[config.mk]
export PLATFORM = sky130hd
export DESIGN_NAME = exc_sequencer
export DESIGN_NICKNAME = d
export VERILOG_FILES = /design/src/rtl/exc_sequencer_pkg.sv /design/src/rtl/exc_vector_calc.sv /design/src/rtl/exc_sequencer.sv
export SDC_FILE = /design/constraint.sdc
export NUM_CORES = 1
export LEC_CHECK = 0
export ABC_AREA = 1
export CORE_ASPECT_RATIO = 0.6
export CORE_MARGIN = 2
export CORE_UTILIZATION = 43
export CTS_CLUSTER_SIZE = 8
export DETAILED_ROUTE_END_ITERATION = 8
export PLACE_DENSITY = 0.92
export SYNTH_ARGS = -nofsm -noshare
export SYNTH_HDL_FRONTEND = slang
export SYNTH_HIERARCHICAL = 1
export SYNTH_SLANG_ARGS = --single-unit
[constraint.sdc]
create_clock -name clk -period 6.5 [get_ports clk]
set_clock_uncertainty 0.15 [all_clocks]
set_input_delay 1.625 -clock clk [delete_from_list [all_inputs] [get_ports clk]]
set_output_delay 1.625 -clock clk [all_outputs]
set_load 0.02 [all_outputs]
[src/rtl/exc_sequencer_pkg.sv]
// Shared definitions for the exception sequencer: prioritised exception
// types, Cause.ExcCode values, FSM state encoding and CP0 bit positions.
package exc_sequencer_pkg;

  // Prioritised exception types from the MEM-stage prioritiser
  localparam logic [4:0] ExcT_NoExc = 5'd0;
  localparam logic [4:0] ExcT_Intr  = 5'd1;
  localparam logic [4:0] ExcT_TLBM  = 5'd2;
  localparam logic [4:0] ExcT_TLBR  = 5'd3;
  localparam logic [4:0] ExcT_TLBI  = 5'd4;
  localparam logic [4:0] ExcT_AdE   = 5'd5;
  localparam logic [4:0] ExcT_SysC  = 5'd6;
  localparam logic [4:0] ExcT_Bp    = 5'd7;
  localparam logic [4:0] ExcT_RI    = 5'd8;
  localparam logic [4:0] ExcT_CpU   = 5'd9;
  localparam logic [4:0] ExcT_Ov    = 5'd10;
  localparam logic [4:0] ExcT_Trap  = 5'd11;
  localparam logic [4:0] ExcT_IBE   = 5'd12;
  localparam logic [4:0] ExcT_DBE   = 5'd13;
  localparam logic [4:0] ExcT_ERET  = 5'd14;

  // Cause.ExcCode values
  localparam logic [4:0] ExcCode_Int  = 5'd0;
  localparam logic [4:0] ExcCode_Mod  = 5'd1;
  localparam logic [4:0] ExcCode_TLBL = 5'd2;
  localparam logic [4:0] ExcCode_TLBS = 5'd3;
  localparam logic [4:0] ExcCode_AdEL = 5'd4;
  localparam logic [4:0] ExcCode_AdES = 5'd5;
  localparam logic [4:0] ExcCode_IBE  = 5'd6;
  localparam logic [4:0] ExcCode_DBE  = 5'd7;
  localparam logic [4:0] ExcCode_Sys  = 5'd8;
  localparam logic [4:0] ExcCode_Bp   = 5'd9;
  localparam logic [4:0] ExcCode_RI   = 5'd10;
  localparam logic [4:0] ExcCode_CpU  = 5'd11;
  localparam logic [4:0] ExcCode_Ov   = 5'd12;
  localparam logic [4:0] ExcCode_Tr   = 5'd13;

  // Sequencer state encoding
  localparam logic [1:0] ST_IDLE     = 2'd0;
  localparam logic [1:0] ST_DRAIN    = 2'd1;
  localparam logic [1:0] ST_COMMIT   = 2'd2;
  localparam logic [1:0] ST_REDIRECT = 2'd3;

  // Status / Cause bit indices
  localparam int STATUS_BEV = 22;
  localparam int STATUS_ERL = 2;
  localparam int STATUS_EXL = 1;
  localparam int CAUSE_IV   = 23;

  // Captured exception held while the data bus drains
  typedef struct packed {
    logic [4:0]  etype;
    logic        save;
    logic [31:0] baddr;
    logic [31:0] pc;
    logic        indelay;
  } exc_req_t;

endpackage

[src/rtl/exc_vector_calc.sv]
// Combinational ExcCode mapping and redirect target (vector or ERET return).
module exc_vector_calc
  import exc_sequencer_pkg::*;
#(
  parameter logic [31:0] RESET_VEC  = 32'hBFC0_0000,
  parameter logic [31:0] KSEG0_BASE = 32'h8000_0000,
  parameter int          EBASE_EN   = 1
) (
  input  logic [4:0]  i_type,
  input  logic        i_save,
  input  logic        i_bev,
  input  logic        i_exl,
  input  logic        i_erl,
  input  logic        i_iv,
  input  logic [31:0] i_epc,
  input  logic [31:0] i_errorepc,
  input  logic [19:0] i_ebase_hi,
  output logic [4:0]  o_code,
  output logic        o_bvaddr_we,
  output logic        o_is_eret,
  output logic [31:0] o_target
);

  logic [31:0] w_base;
  logic [31:0] w_offset;

  assign o_is_eret = (i_type == ExcT_ERET);

  // Map the prioritised type to ExcCode; TLB and address faults split on store
  always_comb begin
    o_code      = ExcCode_Int;
    o_bvaddr_we = 1'b0;
    case (i_type)
      ExcT_Intr: o_code = ExcCode_Int;
      ExcT_TLBM: begin o_code = ExcCode_Mod; o_bvaddr_we = 1'b1; end
      ExcT_TLBR,
      ExcT_TLBI: begin o_code = i_save ? ExcCode_TLBS : ExcCode_TLBL; o_bvaddr_we = 1'b1; end
      ExcT_AdE:  begin o_code = i_save ? ExcCode_AdES : ExcCode_AdEL; o_bvaddr_we = 1'b1; end
      ExcT_SysC: o_code = ExcCode_Sys;
      ExcT_Bp:   o_code = ExcCode_Bp;
      ExcT_RI:   o_code = ExcCode_RI;
      ExcT_CpU:  o_code = ExcCode_CpU;
      ExcT_Ov:   o_code = ExcCode_Ov;
      ExcT_Trap: o_code = ExcCode_Tr;
      ExcT_IBE:  o_code = ExcCode_IBE;
      ExcT_DBE:  o_code = ExcCode_DBE;
      default:   o_code = ExcCode_Int;
    endcase
  end

  // Vector offset: TLB refill gets its own slot only outside EXL
  always_comb begin
    w_offset = 32'h0000_0180;
    if (i_type == ExcT_TLBR && !i_exl)     w_offset = 32'h0000_0000;
    else if (i_type == ExcT_Intr && i_iv)  w_offset = 32'h0000_0200;
  end

  assign w_base   = i_bev ? (RESET_VEC + 32'h0000_0200)
                  : ((EBASE_EN != 0) ? {i_ebase_hi, 12'h000} : KSEG0_BASE);

  assign o_target = o_is_eret ? (i_erl ? i_errorepc : i_epc) : (w_base + w_offset);

endmodule

[src/rtl/exc_sequencer.sv]
// Exception/ERET sequencer: capture, drain the data bus, commit CP0 state
// in one cycle, then hand the redirect target to fetch.
module exc_sequencer
  import exc_sequencer_pkg::*;
#(
  parameter logic [31:0] RESET_VEC  = 32'hBFC0_0000,
  parameter logic [31:0] KSEG0_BASE = 32'h8000_0000,
  parameter int          EBASE_EN   = 1
) (
  input  logic        clk,
  input  logic        rst,
  input  logic        exc_flag,
  input  logic [4:0]  exc_type,
  input  logic        exc_save,
  input  logic [31:0] exc_baddr,
  input  logic [31:0] exc_pc,
  input  logic        exc_indelay,
  input  logic [31:0] cp0_Status,
  input  logic [31:0] cp0_Cause,
  input  logic [31:0] cp0_EPC,
  input  logic [31:0] cp0_ErrorEPC,
  input  logic [31:0] cp0_EBase,
  input  logic        mem_busy,
  output logic        flush,
  output logic        stall_req,
  output logic        cp0_exc_we,
  output logic        cp0_epc_we,
  output logic [31:0] cp0_exc_epc,
  output logic        cp0_exc_bd,
  output logic [4:0]  cp0_exc_code,
  output logic        cp0_bvaddr_we,
  output logic [31:0] cp0_bvaddr,
  output logic        cp0_eret_we,
  output logic        redir_valid,
  output logic [31:0] redir_pc,
  input  logic        redir_ready,
  output logic        busy
);

  logic [1:0]  r_state;
  exc_req_t    r_req;
  logic [31:0] r_redir_pc;

  logic        w_commit;
  logic [4:0]  w_code;
  logic        w_bvaddr_we;
  logic        w_is_eret;
  logic [31:0] w_target;
  logic        w_unused;

  exc_vector_calc #(
    .RESET_VEC (RESET_VEC),
    .KSEG0_BASE(KSEG0_BASE),
    .EBASE_EN  (EBASE_EN)
  ) u_vec (
    .i_type     (r_req.etype),
    .i_save     (r_req.save),
    .i_bev      (cp0_Status[STATUS_BEV]),
    .i_exl      (cp0_Status[STATUS_EXL]),
    .i_erl      (cp0_Status[STATUS_ERL]),
    .i_iv       (cp0_Cause[CAUSE_IV]),
    .i_epc      (cp0_EPC),
    .i_errorepc (cp0_ErrorEPC),
    .i_ebase_hi (cp0_EBase[31:12]),
    .o_code     (w_code),
    .o_bvaddr_we(w_bvaddr_we),
    .o_is_eret  (w_is_eret),
    .o_target   (w_target)
  );

  // FSM and exception latches; a new flag is only taken in IDLE
  always_ff @(posedge clk or posedge rst) begin
    if (rst) begin
      r_state    <= ST_IDLE;
      r_req      <= '0;
      r_redir_pc <= '0;
    end else begin
      case (r_state)
        ST_IDLE: begin
          if (exc_flag && exc_type != ExcT_NoExc) begin
            r_req.etype   <= exc_type;
            r_req.save    <= exc_save;
            r_req.baddr   <= exc_baddr;
            r_req.pc      <= exc_pc;
            r_req.indelay <= exc_indelay;
            r_state       <= ST_DRAIN;
          end
        end
        ST_DRAIN:    if (!mem_busy) r_state <= ST_COMMIT;
        ST_COMMIT: begin
          r_redir_pc <= w_target;
          r_state    <= ST_REDIRECT;
        end
        ST_REDIRECT: if (redir_ready) r_state <= ST_IDLE;
        default:     r_state <= ST_IDLE;
      endcase
    end
  end

  assign w_commit      = (r_state == ST_COMMIT);
  assign busy          = (r_state != ST_IDLE);
  assign flush         = busy;
  assign stall_req     = busy;

  // Strobes are decoded from COMMIT so a reset can never leave one behind
  assign cp0_exc_we    = w_commit & ~w_is_eret;
  assign cp0_eret_we   = w_commit &  w_is_eret;
  assign cp0_epc_we    = w_commit & ~w_is_eret & ~cp0_Status[STATUS_EXL];
  assign cp0_bvaddr_we = w_commit & w_bvaddr_we;

  assign cp0_exc_epc   = r_req.indelay ? (r_req.pc - 32'd4) : r_req.pc;
  assign cp0_exc_bd    = r_req.indelay;
  assign cp0_exc_code  = w_code;
  assign cp0_bvaddr    = r_req.baddr;

  assign redir_valid   = (r_state == ST_REDIRECT);
  assign redir_pc      = r_redir_pc;

  // Status/Cause/EBase bits this block does not look at
  assign w_unused = ^{cp0_Status[31:23], cp0_Status[21:3], cp0_Status[0],
                      cp0_Cause[31:24], cp0_Cause[22:0], cp0_EBase[11:0]};

endmodule

Word-level counts from Yosys, hierarchy flattened
Cells that the tools add are included.
{"block": "word_totals", "regBits": 105, "latchBits": 0, "ramBits": 0, "rom_bits": 0, "elab_cells": 60, "n_memories": 0}
{"block": "op_classes", "n_addsub": 2, "multipliers": 0, "n_div": 0, "order_cmp": 0, "n_eq_ne": 20, "n_shift": 0, "muxes": 14, "bitwise": 6, "reduce_logical": 11}
{"op": "$mux W32", "count": 5}
{"op": "$pmux W5 S11", "count": 1}
{"op": "$eq A5 B4 Y1 const B", "count": 7}
{"op": "$add A32 B32 Y32", "count": 1}
{"op": "$sub A32 B3 Y32 const B", "count": 1}
{"op": "$eq A5 B3 Y1 const B", "count": 4}
{"op": "$eq A5 B2 Y1 const B", "count": 2}
{"op": "$mux W10", "count": 1}
{"op": "$pmux W2 S4", "count": 1}
{"op": "$mux W2", "count": 3}
{"op": "$eq A5 B1 Y1 const B", "count": 1}
{"op": "$reduce_bool A5 Y1", "count": 1}
{"op": "$and A1 B1 Y1", "count": 4}
{"op": "$eq A2 B2 Y1 const B", "count": 2}
{"op": "$ne A2 B2 Y1 const B", "count": 2}
{"op": "$reduce_or A4 Y1", "count": 1}
{"op": "$logic_and A1 B1 Y1", "count": 3}
{"op": "$mux W1", "count": 3}
{"op": "$reduce_and A3 Y1", "count": 1}
{"op": "$eq A2 B1 Y1 const B", "count": 1}
{"op": "$logic_not A2 Y1", "count": 1}
{"op": "$ne A2 B1 Y1 const B", "count": 1}
{"op": "$not A1 Y1", "count": 2}
{"op": "$reduce_and A2 Y1", "count": 1}
{"op": "3 further kinds", "count": 3}

Logic depth before layout (Yosys ltp)
Gate-level depths: netlist (run 1).
{"block": "logic_depth", "ltp_word": 6, "depth_mapped": 10, "mapped_depth_nobuf": 10}

Cells and area by module
Netlist (run 1), hierarchy kept.
{"module": "exc_sequencer", "n_inst": 1, "cells_per_inst": 671, "area_each_um2": 5459.0}
{"module": "exc_vector_calc", "n_inst": 1, "cells_per_inst": 204, "area_each_um2": 924.6}

Worst setup path after synthesis (run 1)
Ideal clock, no wire load.
{"block": "synth_timing", "kind": "input port to output port", "from": "in cp0_Status[1]", "to": "out cp0_epc_we", "arrival_ns": 2.110, "setup_slack_ns": 2.615, "path_stages": 1, "path_buffers": 0, "path_cell_list": "nor3_1"}
{"block": "synth_between", "elab_chain_cells": 2}
{"item": "start, declared", "line_no": "exc_sequencer.sv:18", "source": "input logic [31:0] cp0_Status,"}
{"item": "$not A1 Y1", "line_no": "exc_sequencer.sv:108", "source": "assign cp0_epc_we = w_commit & ~w_is_eret & ~cp0_Status[STATUS_EXL];"}
{"item": "$and A1 B1 Y1", "line_no": "exc_sequencer.sv:108"}
{"item": "end, declared", "line_no": "exc_sequencer.sv:27", "source": "output logic cp0_epc_we,"}
No other way between the ends.

Final worst setup path (run 1)
{"block": "layout_timing", "from": "reg r_state[0]", "to": "out cp0_epc_we"}
{"block": "layout_between", "elab_chain_cells": 3}
{"item": "start, declared", "line_no": "exc_sequencer.sv:40", "source": "logic [1:0] r_state;"}
{"item": "start signal, assigned", "line_no": "exc_sequencer.sv:74", "source": "r_state <= ST_IDLE;"}
{"item": "start signal, assigned", "line_no": "exc_sequencer.sv:86", "source": "r_state <= ST_DRAIN;"}
{"item": "start signal, assigned", "line_no": "exc_sequencer.sv:89", "source": "ST_DRAIN: if (!mem_busy) r_state <= ST_COMMIT;"}
{"item": "$eq A2 B2 Y1", "line_no": "exc_sequencer.sv:100", "source": "assign w_commit = (r_state == ST_COMMIT);"}
{"item": "$and A1 B1 Y1 (2 in series)", "line_no": "exc_sequencer.sv:108"}
No other way between the ends.

==> metrics.md, run 1 <==
| Metric | Value |
|---|---|
| Busiest grt layer | met2 |
| Final GP Congestion | 0.8930 |
| IO Count | 346 |
| LEAKAGE | 4.544 nW |
| Status | finished clean |
| Cell count after synthesis | 875 |
| Switching part of the total power | 44.05% |
| Remaining DRCs | 0 |
| Cells resized by post-CTS repair | 0 |
| Pre-antenna DRT Iters | 5 |
| Final core occ | 63.57% |
| # port buffers | 272 |
| Fmax | 202.8 MHz |
| Routed vias/inst | 4.809 |
| RSZ-0062 raised after global routing | false |
| Fin. Hold Viols | 0 |
| Cell Area, Synth | 6384 sq um |
| Dominant cell type by area after synthesis | dfrtp_1 |
| Clk Latency, worst-skew pair | 0.34 ns |
| Mean Syn Cell Area | 7.296 sq um |
| CTS Buf Count | 9 |
| Worst r2r src | r_state[0]$_DFFE_PP0P_ |
| DP HPWL | 14350 microns |
| PwrDens | 405.7 nW/um^2 |
| # setup viols final | 0 |
| # hold bufs at CTS | 0 |
| Max-slew headroom | 41.33% |
| Internal power | 2.093 mW |
| Routed length per instance | 14.30 microns |
| Max-cap viol count | 0 |
| DRT antenna net count | 0 |
| Clock buffer depth | 2 |
| Yosys reg bits | 105 |
| Post-place instance area | 8945 sq um |
| Initial antenna violation count | 0 |
| Total Routed Length | 18530 microns |
| Setup TNS | 0 ns |
| Worst setup SP type | register |
| Hold WS | 0.3229 ns |
| Synth unique cells | 32 |
| Switching pwr | 1.648 mW |
| First-pass GRT wire length | 29680 microns |
| Hold Path End | redir_pc[13]$_DFFE_PP0P_ |
| CP required | 4.72 ns |
| Cells on worst reg2reg path | 7 |
| Met2 usage | 35.80% |
| Hold path start | redir_pc[13]$_DFFE_PP0P_ |
| Reg clk slew, reported paths | 0.08 ns |
| GR Util All Layers | 23.27% |
| Top-area cell type share of the netlist area | 41.16% |
| Ant diodes | 0 |
| Met1 GRT Util | 33.53% |
| Worst EP arrival | 3.16 ns |
| Cell Rows | 34 |
| TritonCTS clock tree | yes |
| Die width | 161.3 microns |
| Syn_nets | 1118 |
| Power share of the sequential group | 31.4% |
| Fin crit share | 75.86% |
| CTS root buffer | clkbuf_16 |
| Worst-Margin Slew | 0.8801 ns |
| Proportion of synthesized chip area in sequential cells | 41.16% |
| Fraction of final layout cells with drive strength greater than 1 | 7.286% |
| GR Overflow Total | 0 |
| Largest net degree at the start of global routing | 71 |
| Crit path capture type | primary output |
| Fillcell total | 1231 |
| Worst hold stages | 2 |
| Crit Path Class | register to primary output |
| CTS Sinks | 105 |
| Slew Limit Fails | 0 |
| Logic gate share of total power | 54.6% |
| Finished layout cell area | 9221 sq um |
| Htree depth | 3 |
| Via count | 6232 |
| Hold WC Path Type | register to register |
| Die Span Y | 98.38 microns |
| Area grow syn2layout | 44.45% |
| Core box area | 14510 sq um |
| Worst VDD drop | 0.2495 mV |
| Setup slack, reg-to-reg | 4.05 ns |
| Clock power frac | 13.9% |
| Period minus WS final | 4.931 ns |
| R2R Path End | redir_pc[14]$_DFFE_PP0P_ |
| Initial DRC Count | 464 |
| Crit path max fanout | 36 |
| Die Footprint | 15870 sq um |
| Vias in the first global route | 6003 |
| Top cells by area, synth | dfrtp_1, nand2_1, inv_1, buf_4, o21ai_0 |
| Yosys warnings | 6 |
| Critical path launch point | r_state[0]$_DFFE_PP0P_ |
| Met3 usage | 5.353% |
| Final nets | 1336 |
| Post-CTS Setup Repair Bufs | 0 |
| Initial core utilization | 44.01% |
[routing by layer]
metal	wire (microns)	up-vias
li1	-	3089
met1	8664	2845
met2	7979	275
met3	1593	23
met4	293	0
met5	0	-
[cell usage after synthesis]
cell type / n
buf_2: 14
nand3_1: 33
nor2_2: 16
dfrtp_1: 105
ha_1: 7
o21ai_0: 51
conb_1: 1
and2_1: 1
inv_2: 4
o21ai_1: 15
clkinv_1: 1
clkbuf_1: 13
buf_4: 41
a21oi_2: 9
nor2_8: 2
nor2_1: 63
buf_6: 4
inv_1: 101
o32ai_1: 1
nand3_2: 4
nor2_4: 10
a22oi_1: 1
or2_2: 1
nand2_4: 6
nor3_1: 1
nand4_1: 8
xor2_1: 13
a21oi_1: 32
nand2_2: 3
nor3_2: 2
mux2i_1: 9
nand2_1: 303
[placed cells by master, fill, tap and decap left out, types with 2 or more instances in the layout]
| cell | instances |
|---|---|
| a21oi_1 | 32 |
| a21oi_2 | 9 |
| buf_4 | 7 |
| clkbuf_16 | 9 |
| clkdlybuf4s50_1 | 272 |
| dfrtp_1 | 105 |
| ha_1 | 7 |
| inv_1 | 100 |
| inv_2 | 4 |
| inv_6 | 4 |
| mux2i_1 | 9 |
| nand2_1 | 303 |
| nand2_2 | 3 |
| nand2_4 | 6 |
| nand3_1 | 33 |
| nand3_2 | 3 |
| nand4_1 | 8 |
| nor2_1 | 63 |
| nor2_2 | 16 |
| nor2_4 | 10 |
| nor2_8 | 2 |
| nor3_2 | 2 |
| o21ai_0 | 51 |
| o21ai_1 | 15 |
| xor2_1 | 13 |
[state kept, by name, summed over array words and instances, names as in the netlist]
| name | count |
|---|---|
| r_req | 38 |
| cp0_bvaddr | 32 |
| cp0_exc_bd | 1 |
| redir_pc | 32 |
| r_state | 2 |
[cells by family (layout without fill, tap and decap cells)]
logic type / after synthesis / count (layout) / share of synthesized area, %
simple gates: 453 / 453 / 31.42
buf+inv: 178 / 401 / 13.62
compound gates: 109 / 109 / 9.173
flops: 105 / 105 / 41.16
xor+xnor: 13 / 13 / 1.784
mux: 9 / 9 / 1.411
fa+ha+maj: 7 / 7 / 1.372
other cells: 1 / 1 / 0.05874
[through the flow]
step                      setup WS [ns]  instances  power, mW
after floorplan                   1.964        875      2.426
after global placement            1.885       1280      3.169
after detailed placement          1.867       1280      3.218
after CTS                         1.534       1296      3.756
after global routing              1.289       1296      3.995
final                             1.569       1296      3.741
[power groups by stage]
stage          sequential [mW]  clock [mW]  combinational, mW
2_1_floorplan             1.23           0               1.20
3_3_place_gp              1.17           0               2.00
3_5_place_dp              1.17           0               2.04
4_1_cts                   1.17       0.535               2.05
5_1_grt                   1.21       0.563               2.22
6_report                  1.18       0.522               2.04
[critical path, stage by stage, from the launching register on]
cell	delay, ns
dfrtp_1	0.42
inv_1	0.12
ha_1	0.15
buf_4	0.36
clkinv_1	0.57
buf_4	0.40
nor3_1	0.14
clkdlybuf4s50_1	0.62
[worst max path at each step]
stage | to | slack (ns) | cells past startpoint
2_1_floorplan | cp0_bvaddr[0]$_DFFE_PP0P_ | 1.96 | 1
3_3_place_gp | cp0_epc_we | 1.88 | 3
3_5_place_dp | cp0_epc_we | 1.87 | 3
4_1_cts | cp0_epc_we | 1.53 | 7
5_1_grt | cp0_epc_we | 1.29 | 7
6_report | cp0_epc_we | 1.57 | 7
[final cells by class]
type / count / area, sq um / area share, %
clock buffer: 10 / 229.0 / 2.483
clock inverter: 6 / 47.55 / 0.5156
sequential: 105 / 2628 / 28.49
inverter: 106 / 400.4 / 4.342
tap: 198 / 247.7 / 2.687
timing repair buffer: 279 / 2775 / 30.09
multi-input combinational: 592 / 2894 / 31.38
(Power assumes the default switching activity.)
==> run 2, diff against run 1 <==
--- a/config.mk
+++ b/config.mk
@@ -8,10 +8,10 @@
 export ABC_AREA = 1
 export CORE_ASPECT_RATIO = 0.6
 export CORE_MARGIN = 2
-export CORE_UTILIZATION = 43
+export CORE_UTILIZATION = 40
 export CTS_CLUSTER_SIZE = 8
 export DETAILED_ROUTE_END_ITERATION = 8
-export PLACE_DENSITY = 0.92
+export PLACE_DENSITY = 0.87
 export SYNTH_ARGS = -nofsm -noshare
 export SYNTH_HDL_FRONTEND = slang
 export SYNTH_HIERARCHICAL = 1
==> constraint.sdc (replaced) <==
create_clock -name clk -period 4.8 [get_ports clk]
set_clock_uncertainty 0.15 [all_clocks]
set_input_delay 1.2 -clock clk [delete_from_list [all_inputs] [get_ports clk]]
set_output_delay 1.2 -clock clk [all_outputs]
set_load 0.02 [all_outputs]
==> run 2 against run 1 <==
  * Power is 36% higher
  * Worst hold slack barely moved
  * Register-to-register slack lost 1.5 ns
  * Global-route usage decreased by 1.5 points
  * Cell area rose by 0.42%
  * Critical path type unchanged
  * Largest cell class unchanged
==> metrics.md, run 2 (synthesis results as in run 1) <==
| Metric | Value |
|---|---|
| Status | finished clean |
| Clk Latency, worst-skew pair | 0.34 ns |
| # port buffers | 272 |
| Setup TNS | 0 ns |
| CTS Sinks | 105 |
| Post-CTS Setup Repair Bufs | 0 |
| Area occupied by multi-input gates | 2894 sq um |
| Crit path max fanout | 41 |
| Slew Limit Fails | 0 |
| Buf/Inv on CP | 4 |
| Initial antenna violation count | 0 |
| CTS root buffer | clkbuf_16 |
| Logic gate share of total power | 54.5% |
| CTS Buf Count | 9 |
| Area grow syn2layout | 45.06% |
| Crit-path cells | nand2_1 -> inv_1 -> nand2_1 -> buf_4 -> inv_2 -> nor3_1 -> clkdlybuf4s50_1 |
| Routed length per instance | 14.33 microns |
| Vias in the first global route | 5944 |
| Switching part of the total power | 43.71% |
| Switching pwr | 2.219 mW |
| Final core occ | 59.90% |
| Clock power frac | 14.1% |
| LEAKAGE | 4.562 nW |
| Final GP Congestion | 0.9168 |
| Period minus WS final | 3.884 ns |
| Die width | 167.1 microns |
| Final nets | 1337 |
| Fraction of final layout cells with drive strength greater than 1 | 7.461% |
| # hold bufs at CTS | 0 |
| Ant diodes | 0 |
| Total Routed Length | 18660 microns |
| Fillcell total | 1369 |
| Cells resized by post-CTS repair | 0 |
| Pre-antenna DRT Iters | 5 |
| First-pass GRT wire length | 29670 microns |
| Worst VDD drop | 0.3330 mV |
| # setup viols final | 0 |
| Fmax | 257.5 MHz |
| Slowest CP cell | clkdlybuf4s50_1 |
| Worst-Margin Slew | 0.8530 ns |
| Crit Path Class | register to primary output |
| Initial DRC Count | 549 |
| Most common cell after layout, fill and taps aside | nand2_1 |
| Worst EP arrival | 2.53 ns |
| Largest register by flop count | r_req |
| RSZ-0062 raised after global routing | false |
| Largest register FFs | 38 |
| TritonCTS clock tree | yes |
| Worst setup SP type | register |
| Internal power | 2.857 mW |
| Top delay family on crit path | buffers and inverters |
| Max-slew headroom | 43.07% |
| IO Count | 346 |
| Power share of the sequential group | 31.4% |
| Crit path capture type | primary output |
| DP HPWL | 14640 microns |
| Fin. Hold Viols | 0 |
| Die Footprint | 17020 sq um |
| Most frequent cells in the layout | nand2_1, clkdlybuf4s50_1, dfrtp_1, inv_1, nor2_1 |
| Largest net degree at the start of global routing | 65 |
| Htree depth | 3 |
| GR Util All Layers | 21.75% |
| PwrDens | 548.1 nW/um^2 |
| Core box area | 15460 sq um |
| Fin crit share | 80.92% |
| Setup ws final | 0.9160 ns |
| Die Span Y | 101.9 microns |
| Cell Rows | 35 |
| Reg clk slew, reported paths | 0.07 ns |
| Routed vias/inst | 4.805 |
| DRT antenna net count | 0 |
| Slowest stage delay, CP | 0.63 ns |
| Worst path most repeated cell | nand2_1 |
| Max-cap viol count | 0 |
| Initial core utilization | 41.30% |
| Hold WC Path Type | register to register |
| CP required | 3.45 ns |
| Remaining DRCs | 0 |
| Total power | 5.076 mW |
| Via count | 6256 |
| Register area | 2628 sq um |
| Clock buffer depth | 2 |
| Post-Place Worst Slack | 1.020 ns |
| GR Overflow Total | 0 |
==> run 2: cell type report <==
cell class / instances / share of cell area, %
Multi-Input combinational cell: 592 / 31.25
Timing Repair Buffer: 280 / 30.19
Sequential cell: 105 / 28.37
Inverter: 106 / 4.324
Tap cell: 203 / 2.743
Clock buffer: 10 / 2.581
Clock inverter: 6 / 0.5405
==> run 2: routing by layer <==
metal	global-route usage (%)	up-vias	wire (microns)
met5	0	-	0
met4	6.565	0	425
met2	33.90	291	8105
li1	-	3095	-
met3	5.616	29	1740
met1	30.10	2841	8389
==> run 2: per-stage QoR <==
stage	std cells	hold WS [ns]	instance area (sq um)
3_5_place_dp	1286	0.3076	8971
3_3_place_gp	1286	0.3042	8971
5_1_grt	1302	0.3484	9260
2_1_floorplan	875	0.3034	6384
6_report	1302	0.3227	9260
4_1_cts	1302	0.3275	9260
==> run 2: final timing paths <==
kind	slack [ns]	from	to	depth (start not counted)
min in group asynchronous	1.23	rst	cp0_bvaddr[9]$_DFFE_PP0P_	2
worst max register to register	2.50	r_state[0]$_DFFE_PP0P_	r_req[28]$_DFFE_PP0P_	6
worst min register to register	0.32	redir_pc[18]$_DFFE_PP0P_	redir_pc[18]$_DFFE_PP0P_	2
max in group asynchronous	2.47	rst	cp0_bvaddr[7]$_DFFE_PP0P_	3
worst max-delay path	0.92	r_req[69]$_DFFE_PP0P_	cp0_epc_we	7
worst min-delay path	0.32	redir_pc[18]$_DFFE_PP0P_	redir_pc[18]$_DFFE_PP0P_	2
==> run 2: worst register-to-register path, stage by stage (launching register included) <==
cell     delay, ns
dfrtp_1       0.43
inv_1         0.13
ha_1          0.27
nand3_4       0.53
buf_12        0.44
nor2_1        0.18
a21oi_1       0.06
==> run 2: power by group through the flow <==
stage	registers, mW	logic (mW)	clock network, mW
final	1.59	2.77	0.718
after global routing	1.64	3.01	0.790
after floorplan	1.66	1.62	0
after global placement	1.58	2.72	0
after detailed placement	1.60	2.78	0
after CTS	1.59	2.79	0.747
